## src/rtl/flp_relu_bwd.sv

```systemverilog
`default_nettype none
// ============================================================================
//  Module      : flp_relu_bwd
//  Description : Backward-pass gradient gate for the FP ReLU / leaky ReLU.
//                Two-stage valid/ready pipeline. Stage 1 classifies the
//                forward input x. Stage 2 selects between x, g, +0 and
//                g * 2^e.
//  Revision    : 1.0  initial release
// ============================================================================
module flp_relu_bwd #(
   parameter int EWIDTH = 8,
   parameter int SWIDTH = 23
) (
   input  logic                           clk,
   input  logic                           nrst,
   input  logic                           i_valid,
   output logic                           o_ready,
   input  logic [EWIDTH+SWIDTH:0]         i_x,
   input  logic [EWIDTH+SWIDTH:0]         i_g,
   input  logic                           i_l,
   input  logic [EWIDTH-2:0]              i_e,
   output logic                           o_valid,
   input  logic                           i_ready,
   output logic [EWIDTH+SWIDTH:0]         o_r
);

   localparam int W = 1 + EWIDTH + SWIDTH;

   // The exponent sum is kept two bits wider than the exponent field. The
   // largest finite exponent plus the largest leak exponent must not wrap
   // into the negative range, or an overflow would be flushed to zero.
   localparam int TW = EWIDTH + 2;
   localparam logic [TW-1:0] C_T_INF = TW'((1 << EWIDTH) - 1);

   // Pipeline advance terms. o_ready is combinational from i_ready because
   // there is no skid buffer.
   logic adv1;
   logic adv2;

   // Stage 1 registers
   logic                v1_q,    v1_d;
   logic [W-1:0]        x1_q,    x1_d;
   logic [W-1:0]        g1_q,    g1_d;
   logic                xnan1_q, xnan1_d;
   logic                xpos1_q, xpos1_d;
   logic                l1_q,    l1_d;
   logic [EWIDTH-2:0]   e1_q,    e1_d;

   // Stage 2 registers
   logic                v2_q,    v2_d;
   logic [W-1:0]        r_q,     r_d;

   // Classification of the incoming x
   logic                x_exp_ones;
   logic                x_exp_zero;
   logic                x_frac_nz;
   logic                x_nan;
   logic                x_pos;

   // Stage 2 selection terms
   logic                g_sign;
   logic [EWIDTH-1:0]   g_exp;
   logic [SWIDTH-1:0]   g_frac;
   logic                g_nan;
   logic [TW-1:0]       t_sum;
   logic [W-1:0]        scaled;
   logic [W-1:0]        sel;

   // Handshake: a stage may load when it is empty or its content moves on.
   always_comb begin
      adv2    = ~v2_q | i_ready;
      adv1    = ~v1_q | adv2;
      o_ready = adv1;
      o_valid = v2_q;
      o_r     = r_q;
   end

   // Forward-input classification. Zero and denormal x (exponent field zero)
   // are treated as non-positive regardless of sign; +inf is positive.
   always_comb begin
      x_exp_ones = &i_x[W-2:SWIDTH];
      x_exp_zero = ~|i_x[W-2:SWIDTH];
      x_frac_nz  = |i_x[SWIDTH-1:0];
      x_nan      = x_exp_ones & x_frac_nz;
      x_pos      = ~i_x[W-1] & ~x_nan & ~x_exp_zero;
   end

   // Stage 1 next state: capture x, its class, and g/l/e when accepting.
   always_comb begin
      v1_d    = v1_q;
      x1_d    = x1_q;
      g1_d    = g1_q;
      xnan1_d = xnan1_q;
      xpos1_d = xpos1_q;
      l1_d    = l1_q;
      e1_d    = e1_q;
      if (adv1) begin
         v1_d = i_valid;
         if (i_valid) begin
            x1_d    = i_x;
            g1_d    = i_g;
            xnan1_d = x_nan;
            xpos1_d = x_pos;
            l1_d    = i_l;
            e1_d    = i_e;
         end
      end
   end

   // Leaky scaling g * 2^e with flush-to-zero on underflow and inf on overflow.
   always_comb begin
      g_sign = g1_q[W-1];
      g_exp  = g1_q[W-2:SWIDTH];
      g_frac = g1_q[SWIDTH-1:0];
      g_nan  = (&g_exp) & (|g_frac);
      t_sum  = {2'b00, g_exp} + {{3{e1_q[EWIDTH-2]}}, e1_q};
      if (g_exp == '0) begin
         scaled = {g_sign, {(W-1){1'b0}}};
      end else if (&g_exp) begin
         scaled = g1_q;
      end else if (t_sum[TW-1] || (t_sum == '0)) begin
         scaled = {g_sign, {(W-1){1'b0}}};
      end else if (t_sum >= C_T_INF) begin
         scaled = {g_sign, {EWIDTH{1'b1}}, {SWIDTH{1'b0}}};
      end else begin
         scaled = {g_sign, t_sum[EWIDTH-1:0], g_frac};
      end
   end

   // Result select in priority order: x NaN, g NaN, positive x, ReLU, leaky.
   always_comb begin
      if (xnan1_q) begin
         sel = x1_q;
      end else if (g_nan) begin
         sel = g1_q;
      end else if (xpos1_q) begin
         sel = g1_q;
      end else if (!l1_q) begin
         sel = '0;
      end else begin
         sel = scaled;
      end
   end

   // Stage 2 next state: take the stage-1 beat when the output side moves.
   always_comb begin
      v2_d = v2_q;
      r_d  = r_q;
      if (adv2) begin
         v2_d = v1_q;
         if (v1_q) begin
            r_d = sel;
         end
      end
   end

   // Pipeline registers; reset drops every in-flight beat.
   always_ff @(posedge clk or negedge nrst) begin
      if (!nrst) begin
         v1_q    <= 1'b0;
         x1_q    <= '0;
         g1_q    <= '0;
         xnan1_q <= 1'b0;
         xpos1_q <= 1'b0;
         l1_q    <= 1'b0;
         e1_q    <= '0;
         v2_q    <= 1'b0;
         r_q     <= '0;
      end else begin
         v1_q    <= v1_d;
         x1_q    <= x1_d;
         g1_q    <= g1_d;
         xnan1_q <= xnan1_d;
         xpos1_q <= xpos1_d;
         l1_q    <= l1_d;
         e1_q    <= e1_d;
         v2_q    <= v2_d;
         r_q     <= r_d;
      end
   end

endmodule
`default_nettype wire
```

## config.mk

```make
export PLATFORM = sky130hd
export DESIGN_NAME = flp_relu_bwd
export DESIGN_NICKNAME = d
export VERILOG_FILES = /design/src/rtl/flp_relu_bwd.sv
export SDC_FILE = /design/constraint.sdc
export NUM_CORES = 1
export LEC_CHECK = 0
export CORE_ASPECT_RATIO = 1.1
export CORE_MARGIN = 2
export CORE_UTILIZATION = 52
export DETAILED_ROUTE_END_ITERATION = 10
export PLACE_DENSITY = 0.9
export SLEW_MARGIN = 20
export SYNTH_ARGS = -nofsm -noshare
export SYNTH_HDL_FRONTEND = slang
export SYNTH_SLANG_ARGS = --single-unit
```

## constraint.sdc

```tcl
create_clock -name clk -period 3.3 [get_ports clk]
set_input_delay 0.66 -clock clk [delete_from_list [all_inputs] [get_ports clk]]
set_output_delay 0.66 -clock clk [all_outputs]
set_load 0.05 [all_outputs]
```

==> summary.txt <==
Timing
  – RSZ-0062 raised after global routing: no
  – Fin crit share: 88.34%
  – Final Hold Viols: 0
  – Max-slew violations: 0
  – Fin Hold WS: 396.0 ps
  – Crit path time final: 2915 ps
  – Worst Max-Slew Pin Slew: 1017 ps
  – Final setup fails: 0
  – Max Freq: 343.0 MHz
  – Setup clock skew after layout: 17.23 ps
  – Slew HR: 32.17%
  – Setup TNS: 0 ps

Synthesis
  – Cell taking the most area after synthesis: dfrtp_1
  – Top cell type's share of synthesized area: 50.62%
  – Area contributors post-synth: dfrtp_1, mux2_2, a21oi_1
  – Syn_area_per_cell: 11.56 um2
  – Syn Inst Count: 462
  – Mapped Nets: 548
  – Synthesized flop and latch total: 108
  – Netlist area before placement: 0.005339 mm2
  – Count of cell types in the netlist: 60
  – EDFF count, synth: 0
  – Synth warn: 0
  – Share of flip-flops with an asynchronous set or reset: 100.0%
  – Sequential fraction of the synthesis area: 50.62%
  – Most used flip-flop cell after synthesis: dfrtp_1

Finish
  – Share of cells above drive strength 1: 23.77%
  – Commonest cells after routing, fill and taps aside: dfrtp_1, clkdlybuf4s50_1, mux2_2
  – Fill cell count: 704
  – Final Cell Area: 0.006720 mm2
  – Nets: 649
  – Area Overhead vs Synth: 25.87%
  – N_diodes: 0
  – Final core utilization: 67.63%
  – Non-Filler Instances: 688
  – Reg area: 0.002703 mm2
  – Multi-input logic area: 0.002491 mm2

Floorplan
  – Die X-Extent: 100.6 um
  – Core Area: 0.009937 mm2
  – Placement row count: 38
  – Ports: 110
  – Die footprint: 0.01109 mm2
  – Die Y: 110.3 um
  – Starting Density: 53.73%

CTS
  – Number of setup buffers added after CTS: 0
  – Clk_lat worst skew: 370 ps
  – Level count of the clock H-tree: 3
  – Clock root cell: clkbuf_8
  – TritonCTS clock tree: yes
  – Cts repair resizes: 0
  – Max clock buf depth: 2
  – Inserted Clock Buffers: 9
  – CTS sink count: 108
  – Reg clk slew, reported paths: 100 ps
  – Cts hold-fix bufs: 0

Route
  – Initial DRC count: 208
  – DR WL/cell: 18.70 um
  – Routed Antenna Nets: 0
  – Vias per inst: 6.033
  – DR vias: 4151
  – Pre-antenna DRT Iters: 4
  – Total Routed Length: 12870 um
  – DRC Markers: 0

Place
  – RePlAce Congestion: 0.9385
  – Port buffer count: 109
  – Placed cells: 672
  – HPWL Detailed: 9492 um
  – Cell Area, Placed: 0.006536 mm2

Global routing
  – Largest net degree at the start of global routing: 77
  – Grt total ovfl: 0
  – Number of global-route vias before repair: 4092
  – First-pass GRT wire length: 20420 um
  – Initial antenna violation count: 0
  – Tot GR Track Use: 23.85%

Critical path
  – Critical Path AT: 3160 ps
  – Setup slack, reg-to-reg: 380 ps
  – Worst EP required: 3550 ps
  – CP cell instances: ha_1 -> fa_1 -> a211oi_2 -> or4b_1 -> nand4_2 -> nor4_2 -> nand2b_1 -> a31oi_4 -> buf_12 -> o21ai_0
  – CP Max Fanout: 23
  – CP Capture Type: register
  – Max incr delay on CP: 430 ps
  – CP startpoint kind: register
  – Crit path kind: reg -> reg
  – CP max-delay cell: dfrtp_1

Run
  – Max Cap Viol: 0

Pwr
  – VDD IR max: 0.4062 mV
  – PwrDens: 597.5 mW/mm2
  – LEAKAGE: 2.777 nW

Min path
  – Hold Path Class: in -> async

Outcome
  – Outcome: completed
==> logic make-up (layout without fill, tap and decap cells) <==
family / count (synthesis) / count (layout) / share of synthesized area [%]
AO/OA/AOI/OAI: 112 / 112 / 14.72
adder cells (fa/ha/maj): 10 / 10 / 2.484
XOR/XNOR: 3 / 3 / 0.4922
buffers and inverters: 32 / 138 / 2.765
multiplexers: 73 / 73 / 15.61
flip-flops: 108 / 108 / 50.62
AND/OR/NAND/NOR: 124 / 124 / 13.31
==> sequential cells by signal, indices dropped and copies added (netlist names) <==
signal   cells
xpos1_q      1
o_valid      1
v1_q         1
x1_q        32
g1_q        32
l1_q         1
xnan1_q      1
o_r         32
e1_q         7
==> worst max-delay path, delay by kind of cell (launching register included) <==
kind                     cells  cell delay [ps]
AND/OR/NAND/NOR              4              870
adder cells (fa/ha/maj)      2              670
AO/OA/AOI/OAI                3              610
flip-flops                   1              430
buffers and inverters        1              220
==> layer usage <==
layer  up-vias  part of all wire [%]  global-route usage [%]
met4         0                   2.3                   9.883
met3        22                   6.0                   3.909
met2       164                    49                   39.29
li1       1914                     -                       -
met1      2051                    42                   31.56
met5         -                     0                       0
==> Yosys cell counts (2+ instances only) <==
cell type and count:
a211oi_1 4, a21oi_1 39, a22o_1 2, a31oi_1 4, and3_1 25, buf_6 3
clkbuf_1 21, dfrtp_1 108, ha_1 9, inv_1 5, mux2_2 72, nand2_1 32
nand2_2 2, nand2b_1 6, nand3_1 2, nand3b_1 8, nand4_1 7, nor2_1 10
nor3_1 2, nor3b_1 4, nor4_1 14, o211ai_1 3, o21ai_0 20, o21ai_2 21
o311ai_1 2, or4_1 2, xor2_1 2
==> cell type report <==
| class | instances | area share [%] |
|---|---|---|
| clock inverter | 6 | 0.8378 |
| sequential | 108 | 40.22 |
| clock buffer | 10 | 1.899 |
| inverter | 5 | 0.2793 |
| multi-input combinational | 322 | 37.07 |
| tap | 120 | 2.234 |
| timing repair buffer | 117 | 17.46 |
==> final timing paths <==
kind / to / start / depth (start not counted)
hold reg to reg: o_r[9]$_DFFE_PN0P_ / o_r[9]$_DFFE_PN0P_ / 2
setup reg to reg: o_r[2]$_DFFE_PN0P_ / g1_q[23]$_DFFE_PN0P_ / 10
setup / recovery: o_r[2]$_DFFE_PN0P_ / g1_q[23]$_DFFE_PN0P_ / 10
hold / removal: g1_q[8]$_DFFE_PN0P_ / nrst / 1
min in group clk: o_r[9]$_DFFE_PN0P_ / o_r[9]$_DFFE_PN0P_ / 2
max in group asynchronous: l1_q$_DFFE_PN0P_ / nrst / 2
==> stage by stage <==
| step | total power (W) | worst slack, ps |
|---|---|---|
| floorplan | 0.002742 | 667.6 |
| global placement | 0.003212 | 549.4 |
| detailed placement | 0.003263 | 406.2 |
| CTS | 0.004022 | 381.4 |
| global route | 0.004202 | 270.8 |
| finish | 0.004015 | 384.8 |
==> where the power goes <==
group / internal (W) / leakage [nW] / switching, W
combinational: 0.000627 / 1.39 / 0.000899
clock: 0.000291 / 0.0909 / 0.000470
sequential: 0.00155 / 1.30 / 0.000176
total: 0.00247 / 2.78 / 0.00154
Note: power is estimated with default switching activity, not from simulation.
